### config.mk
export PLATFORM = sky130hd
export DESIGN_NAME = afe_spi_ctrl
export DESIGN_NICKNAME = d
export VERILOG_FILES = /design/src/rtl/afe_spi_pkg.sv /design/src/rtl/afe_spi_tick.sv /design/src/rtl/afe_spi_ctrl.sv
export SDC_FILE = /design/constraint.sdc
export NUM_CORES = 1
export LEC_CHECK = 0
export ABC_AREA = 0
export CORE_UTILIZATION = 45
export CTS_CLUSTER_DIAMETER = 150
export DETAILED_ROUTE_END_ITERATION = 12
export PLACE_DENSITY = 0.69
export SYNTH_ARGS = -nofsm -noshare
export SYNTH_HDL_FRONTEND = slang
export SYNTH_HIERARCHICAL = 1
export SYNTH_SLANG_ARGS = --single-unit
### constraint.sdc
create_clock -name sysClk -period 2.4 [get_ports sysClk]
set_input_delay 0.36 -clock sysClk [delete_from_list [all_inputs] [get_ports sysClk]]
set_output_delay 0.36 -clock sysClk [all_outputs]
set_load 0.02 [all_outputs]
### src/rtl/afe_spi_pkg.sv
// Shared types for the AFE attenuator serial controller: FSM state encoding and serial half-period sizing.
package afe_spi_pkg;

  typedef enum logic [2:0] {
    IDLE,
    SETUP,
    SHIFT_HI,
    SHIFT_LO,
    LE_SETUP,
    LE_HIGH,
    GAP
  } spi_state_t;

  // Smallest whole number of sysClk cycles per half serial period that keeps SPI clock at or below its limit.
  function automatic int calc_half_period(input longint clk_rate, input longint spi_clk_rate);
    longint hp;
    hp = (clk_rate + 2 * spi_clk_rate - 1) / (2 * spi_clk_rate);
    return (hp < 1) ? 1 : int'(hp);
  endfunction

endpackage

### src/rtl/afe_spi_tick.sv
// Half-period divider: tick pulses every HALF_PERIOD cycles while run is high, clear restarts the count;
// skip makes the interval after the current tick one cycle shorter. No backpressure.
module afe_spi_tick import afe_spi_pkg::*; #(
  parameter int HALF_PERIOD = 4
) (
  input  logic clk,
  input  logic rst,
  input  logic run,
  input  logic clear,
  input  logic skip,
  output logic tick
);

  localparam int CW = (HALF_PERIOD > 1) ? $clog2(HALF_PERIOD) : 1;
  localparam logic [CW-1:0] LAST     = CW'(HALF_PERIOD - 1);
  localparam logic [CW-1:0] SKIP_VAL = (HALF_PERIOD > 1) ? CW'(1) : '0;

  logic [CW-1:0] cnt;

  assign tick = run && (cnt == LAST);

  always_ff @(posedge clk or posedge rst) begin
    if (rst) begin
      cnt <= '0;
    end else if (clear) begin
      cnt <= '0;
    end else if (run) begin
      if (cnt == LAST) cnt <= skip ? SKIP_VAL : '0;
      else             cnt <= cnt + 1'b1;
    end
  end

endmodule

### src/rtl/afe_spi_ctrl.sv
// AFE attenuator serial writer: one {channel,data} command shifted MSB-first then LE-latched; cmdReady returns
// (2*DATA_WIDTH+4)*HALF_PERIOD cycles after accept, commands ignored while busy. `AFE_SPI_SHADOW_EN adds shadowData.
module afe_spi_ctrl import afe_spi_pkg::*; #(
  parameter int CLK_RATE      = 99999001,
  parameter int SPI_CLK_RATE  = 12500000,
  parameter int DATA_WIDTH    = 8,
  parameter int CHANNEL_COUNT = 2,
  localparam int CH_W = (CHANNEL_COUNT > 1) ? $clog2(CHANNEL_COUNT) : 1
) (
  input  logic                     sysClk,
  input  logic                     sysReset,
  input  logic                     cmdValid,
  output logic                     cmdReady,
  input  logic [CH_W-1:0]          cmdChannel,
  input  logic [DATA_WIDTH-1:0]    cmdData,
  output logic                     doneStrobe,
  output logic                     badChannel,
  output logic [CHANNEL_COUNT-1:0] AFE_SPI_CLK,
  output logic [CHANNEL_COUNT-1:0] AFE_SPI_SDI,
  output logic [CHANNEL_COUNT-1:0] AFE_SPI_LE
`ifdef AFE_SPI_SHADOW_EN
  ,
  output logic [CHANNEL_COUNT*DATA_WIDTH-1:0] shadowData
`endif
);

  localparam int HALF_PERIOD = calc_half_period(CLK_RATE, SPI_CLK_RATE);
  localparam int BW = (DATA_WIDTH > 1) ? $clog2(DATA_WIDTH) : 1;
  localparam logic [BW-1:0] TOP_BIT = BW'(DATA_WIDTH - 1);
  localparam logic [CHANNEL_COUNT-1:0] ONE = CHANNEL_COUNT'(1);

  spi_state_t               state;
  logic [CH_W-1:0]          ch_q;
  logic [DATA_WIDTH-1:0]    sreg, sreg_nx;
  logic [BW-1:0]            bit_cnt;
  logic                     gap_ext, tick, accept, bad_ch, finish;
  logic [CHANNEL_COUNT-1:0] sel;

  assign accept  = cmdValid && cmdReady;
  assign bad_ch  = int'(cmdChannel) >= CHANNEL_COUNT;
  assign sel     = ONE << ch_q;
  assign sreg_nx = sreg << 1;
  // GAP is one cycle short of two half-periods so the accept cycle plus busy time is a whole command period.
  assign finish  = (state == GAP) && tick && (gap_ext || HALF_PERIOD == 1);

  afe_spi_tick #(.HALF_PERIOD(HALF_PERIOD)) u_tick (
    .clk   (sysClk),
    .rst   (sysReset),
    .run   (state != IDLE),
    .clear (accept),
    .skip  ((state == GAP) && !gap_ext),
    .tick  (tick)
  );

  always_ff @(posedge sysClk or posedge sysReset) begin
    if (sysReset) begin
      state       <= IDLE;
      ch_q        <= '0;
      sreg        <= '0;
      bit_cnt     <= '0;
      gap_ext     <= 1'b0;
      cmdReady    <= 1'b1;
      doneStrobe  <= 1'b0;
      badChannel  <= 1'b0;
      AFE_SPI_CLK <= '0;
      AFE_SPI_SDI <= '0;
      AFE_SPI_LE  <= '0;
    end else begin
      doneStrobe <= 1'b0;
      badChannel <= 1'b0;
      case (state)
        IDLE: if (accept) begin
          if (bad_ch) begin
            badChannel <= 1'b1;
          end else begin
            state       <= SETUP;
            cmdReady    <= 1'b0;
            ch_q        <= cmdChannel;
            sreg        <= cmdData;
            bit_cnt     <= TOP_BIT;
            AFE_SPI_SDI <= cmdData[DATA_WIDTH-1] ? (ONE << cmdChannel) : '0;
          end
        end
        SETUP: if (tick) begin
          state       <= SHIFT_HI;
          AFE_SPI_CLK <= sel;
        end
        SHIFT_HI: if (tick) begin
          AFE_SPI_CLK <= '0;
          if (bit_cnt == '0) begin
            state       <= LE_SETUP;
            AFE_SPI_SDI <= '0;
          end else begin
            state       <= SHIFT_LO;
            bit_cnt     <= bit_cnt - 1'b1;
            sreg        <= sreg_nx;
            AFE_SPI_SDI <= sreg_nx[DATA_WIDTH-1] ? sel : '0;
          end
        end
        SHIFT_LO: if (tick) begin
          state       <= SHIFT_HI;
          AFE_SPI_CLK <= sel;
        end
        LE_SETUP: if (tick) begin
          state      <= LE_HIGH;
          AFE_SPI_LE <= sel;
        end
        LE_HIGH: if (tick) begin
          state      <= GAP;
          AFE_SPI_LE <= '0;
          gap_ext    <= 1'b0;
        end
        GAP: begin
          if (finish) begin
            state      <= IDLE;
            cmdReady   <= 1'b1;
            doneStrobe <= 1'b1;
            gap_ext    <= 1'b0;
          end else if (tick) begin
            gap_ext <= 1'b1;
          end
        end
        default: state <= IDLE;
      endcase
    end
  end

`ifdef AFE_SPI_SHADOW_EN
  logic [DATA_WIDTH-1:0] word_q;

  always_ff @(posedge sysClk or posedge sysReset) begin
    if (sysReset) begin
      word_q     <= '0;
      shadowData <= '0;
    end else begin
      if (accept && !bad_ch) word_q <= cmdData;
      if (finish) shadowData[ch_q*DATA_WIDTH +: DATA_WIDTH] <= word_q;
    end
  end
`else
  // Without shadow storage the accepted word lives only in the shift register.
`endif

endmodule

==> summary.md <==
| Metric | Value |
|---|---|
| Run status | `complete, but fails checks` |
| Failing checks | `DRC` |
| Setup_tns | `0 ns` |
| Mapped cell area | `between 1000 and 1500 um^2` |
| Largest net degree at the start of global routing | `25` |
| Ranking of synthesized cells by area | `dfrtp_1, mux2i_1, nand2_1` |
| TritonCTS Sinks | `25` |
| Share of cells above drive strength 1 | `10.4%` |
| Filler Cell Count | `~260` |
| Full die area | `roughly 3200 um^2` |
| Core area | `roughly 2800 um^2` |
| # port buffers | `19` |
| Top_reg_cell synth | `dfrtp_1` |
| Critical Path Fanout Max | `9` |
| Drt drc | `5` |
| Setup CP Type | `reg -> reg` |
| Via Count | `1034` |
| Post-CTS Setup Repair Bufs | `0` |
| CTS tree | `yes` |
| Sw Pwr | `about 660 uW` |
| CP Capture Type | `register` |
| Final Hold Slack | `a little under 0.2 ns` |
| Post_cts resized | `0` |
| Area Overhead vs Synth | `17.2%` |
| Mean number of vias per cell | `5.59` |
| Most common cell in the synthesized netlist | `dfrtp_1` |
| Tot Pwr | `roughly 1700 uW` |
| Cell at the slowest stage of the critical path | `or3_4` |
| Root buf cell | `clkbuf_4` |
| Antenna violations before repair | `0` |
| Worst skew pair latency | `roughly 0.32 ns` |
| Longest Clk Path Bufs | `2` |
| CP startpoint kind | `register` |
| Critical path depth | `5` |
| Sequential share of power | `41.8%` |
| Max stage delay on crit path | `0.45 ns` |
| Grt ovf | `0` |
| Final instance area | `1590 um^2` |
| Power Internal | `1020 uW` |
| Final Hold Vio Count | `0` |
| Sequential share of the synthesized area | `a little under half` |
| Initial Util | `48.3%` |
| Mean Syn Cell Area | `9.96 um^2` |
| Gr usage total | `roughly 17%` |
| Worst clock skew | `between 0.007 and 0.008 ns` |
| Share of the synthesized area in the top cell type | `44.3%` |
| Hold-fix buffers at CTS | `0` |
| Maximum VDD drop | `around 0.56 mV` |
| Post-synth top cells | `dfrtp_1, nand2_1, a21oi_1` |
| Crit path buf inv count | `0` |
| Dominant cell type by area after synthesis | `dfrtp_1` |
| FFs w/ async S/R, synth | `between 90% and 100%` |
| Post-DP Area | `1560 um^2` |
| Vias in the first global route | `approximately 900` |
| LEAKAGE | `0.000720 uW` |
| Dpl ws | `around 0.4 ns` |
| Mean routed wirelength per cell | `~13 um` |
| HP Class | `in -> async` |
| Crit share post-route | `a little over four fifths` |
| Number of synthesized flops with an enable pin | `0` |
| Die height | `approximately 57 um` |
| First-pass DRT Iterations | `9` |
| CTS Buf Count | `3` |
| Rows | `19` |
| Num ports | `21` |
| Switching Share | `between 30 and 40%` |
| Library cells used by synthesis | `41` |
| Final net count | `170` |
| Total Wirelength | `2460 um` |
| CP cell instances | `or3_4 -> and2_1 -> and2b_1 -> and3b_1 -> o311a_1` |
| Max-cap violations | `0` |
| Final setup violation count | `0` |
| Worst endpoint required time | `about 2.6 ns` |
| Power Density | `around 1100 nW/um^2` |
| Antenna Violating Nets Remaining | `0` |
| GPL Wtd Cong | `between 0.8 and 0.9` |
| RSZ-0062 raised after global routing | `no` |
| ANT cells | `0` |
| CP top delay family | `simple AND/OR/NAND/NOR gates` |
| Setup ws final | `approximately 0.37 ns` |
| First-pass GRT wire length | `roughly 4200 um` |
| Final period demand of the worst path | `between 2 and 2.5 ns` |
| Clock share of power | `11.2%` |
| Fmax | `between 400 and 500 MHz` |
| Comb pwr share | `~47%` |
| Max-slew violation count | `0` |
| Register bit total from synthesis | `25` |
| Syn Nets | `roughly 150` |
| Die width | `56.9 um` |
| Detail Placement HPWL | `roughly 1800 um` |
| Syn Inst Count | `between 100 and 150` |
| Yosys Warn Count | `6` |
| Clock transition at path regs | `approximately 0.13 ns` |
| Initial drt markers | `26` |
| Number of H-tree levels | `1` |
| Worst-case reg-to-reg path depth | `5` |
| Worst Path Arrival | `around 2.2 ns` |
[state kept, by name, summed over array words and instances, names as in the netlist]
| signal | cells |
|---|---|
| AFE_SPI_CLK | 2 |
| AFE_SPI_LE | 2 |
| AFE_SPI_SDI | 2 |
| bit_cnt | 3 |
| ch_q | 1 |
| cmdReady | 1 |
| doneStrobe | 1 |
| gap_ext | 1 |
| sreg | 7 |
| state | 3 |
| u_tick/cnt | 2 |
[worst paths after layout]
| kind | startpoint | slack (ns) | endpoint |
|---|---|---|---|
| max | state[0] | 0.37 | AFE_SPI_SDI[0] |
| min | sysReset | 0.20 | u_tick/cnt[0] |
| max reg2reg | state[0] | 0.37 | AFE_SPI_SDI[0] |
| min reg2reg | AFE_SPI_LE[0] | 0.49 | AFE_SPI_LE[0] |
| max in group asynchronous | sysReset | 1.72 | cmdReady |
| min in group sysClk | AFE_SPI_LE[0] | 0.49 | AFE_SPI_LE[0] |
[power groups by stage]
stage                     logic (uW)  registers (uW)  clock network, uW
after floorplan                  554             738                  0
after global routing             877             723                215
after detailed placement         790             711                  0
final                            787             700                188
after CTS                        796             702                195
after global placement           770             704                  0
[layer usage]
metal / vias up / share of wire, % / GRT usage (%)
li1: 518 / - / -
met2: 21 / 50 / 28.6
met5: - / 0 / 0
met4: 0 / 1.1 / 5.23
met1: 491 / 46 / 22.4
met3: 4 / 3.2 / 2.07
[area by class of cell]
cell class | instances | area, um^2 | share of cell area, %
Tap cell | 31 | 38.8 | 2.44
Multi-Input combinational cell | 93 | 638 | 40.2
Inverter | 8 | 30.0 | 1.89
Clock buffer | 4 | 26.3 | 1.65
Sequential cell | 25 | 627 | 39.5
Timing Repair Buffer | 24 | 228 | 14.3
[per-stage QoR]
stage	util (%)	std cells
global placement	55.7	181
floorplan	-	136
detailed placement	55.7	181
CTS	56.6	185
finish	56.6	185
global route	56.6	185
[layout by cell type (no fill, tap or decap), types with 5 or more instances in the layout]
| master | count |
|---|---|
| dfrtp_1 | 24 |
| buf_4 | 5 |
| nand3_1 | 5 |
| o21ai_0 | 7 |
| a21oi_1 | 10 |
| nand2_1 | 14 |
| mux2i_1 | 8 |
| inv_1 | 8 |
| a31oi_1 | 8 |
| clkdlybuf4s50_1 | 19 |
| nor2_1 | 5 |
[logic make-up (layout without fill, tap and decap cells)]
kind of cell	count (synthesis)	after routing	synth area share [%]
compound gates	38	38	19.1
flops	25	25	46.3
fa+ha+maj	3	3	2.77
buf+inv	18	36	6.65
mux	11	11	8.40
other cells	1	1	0.277
simple gates	40	40	16.5
(Power assumes the default switching activity.)
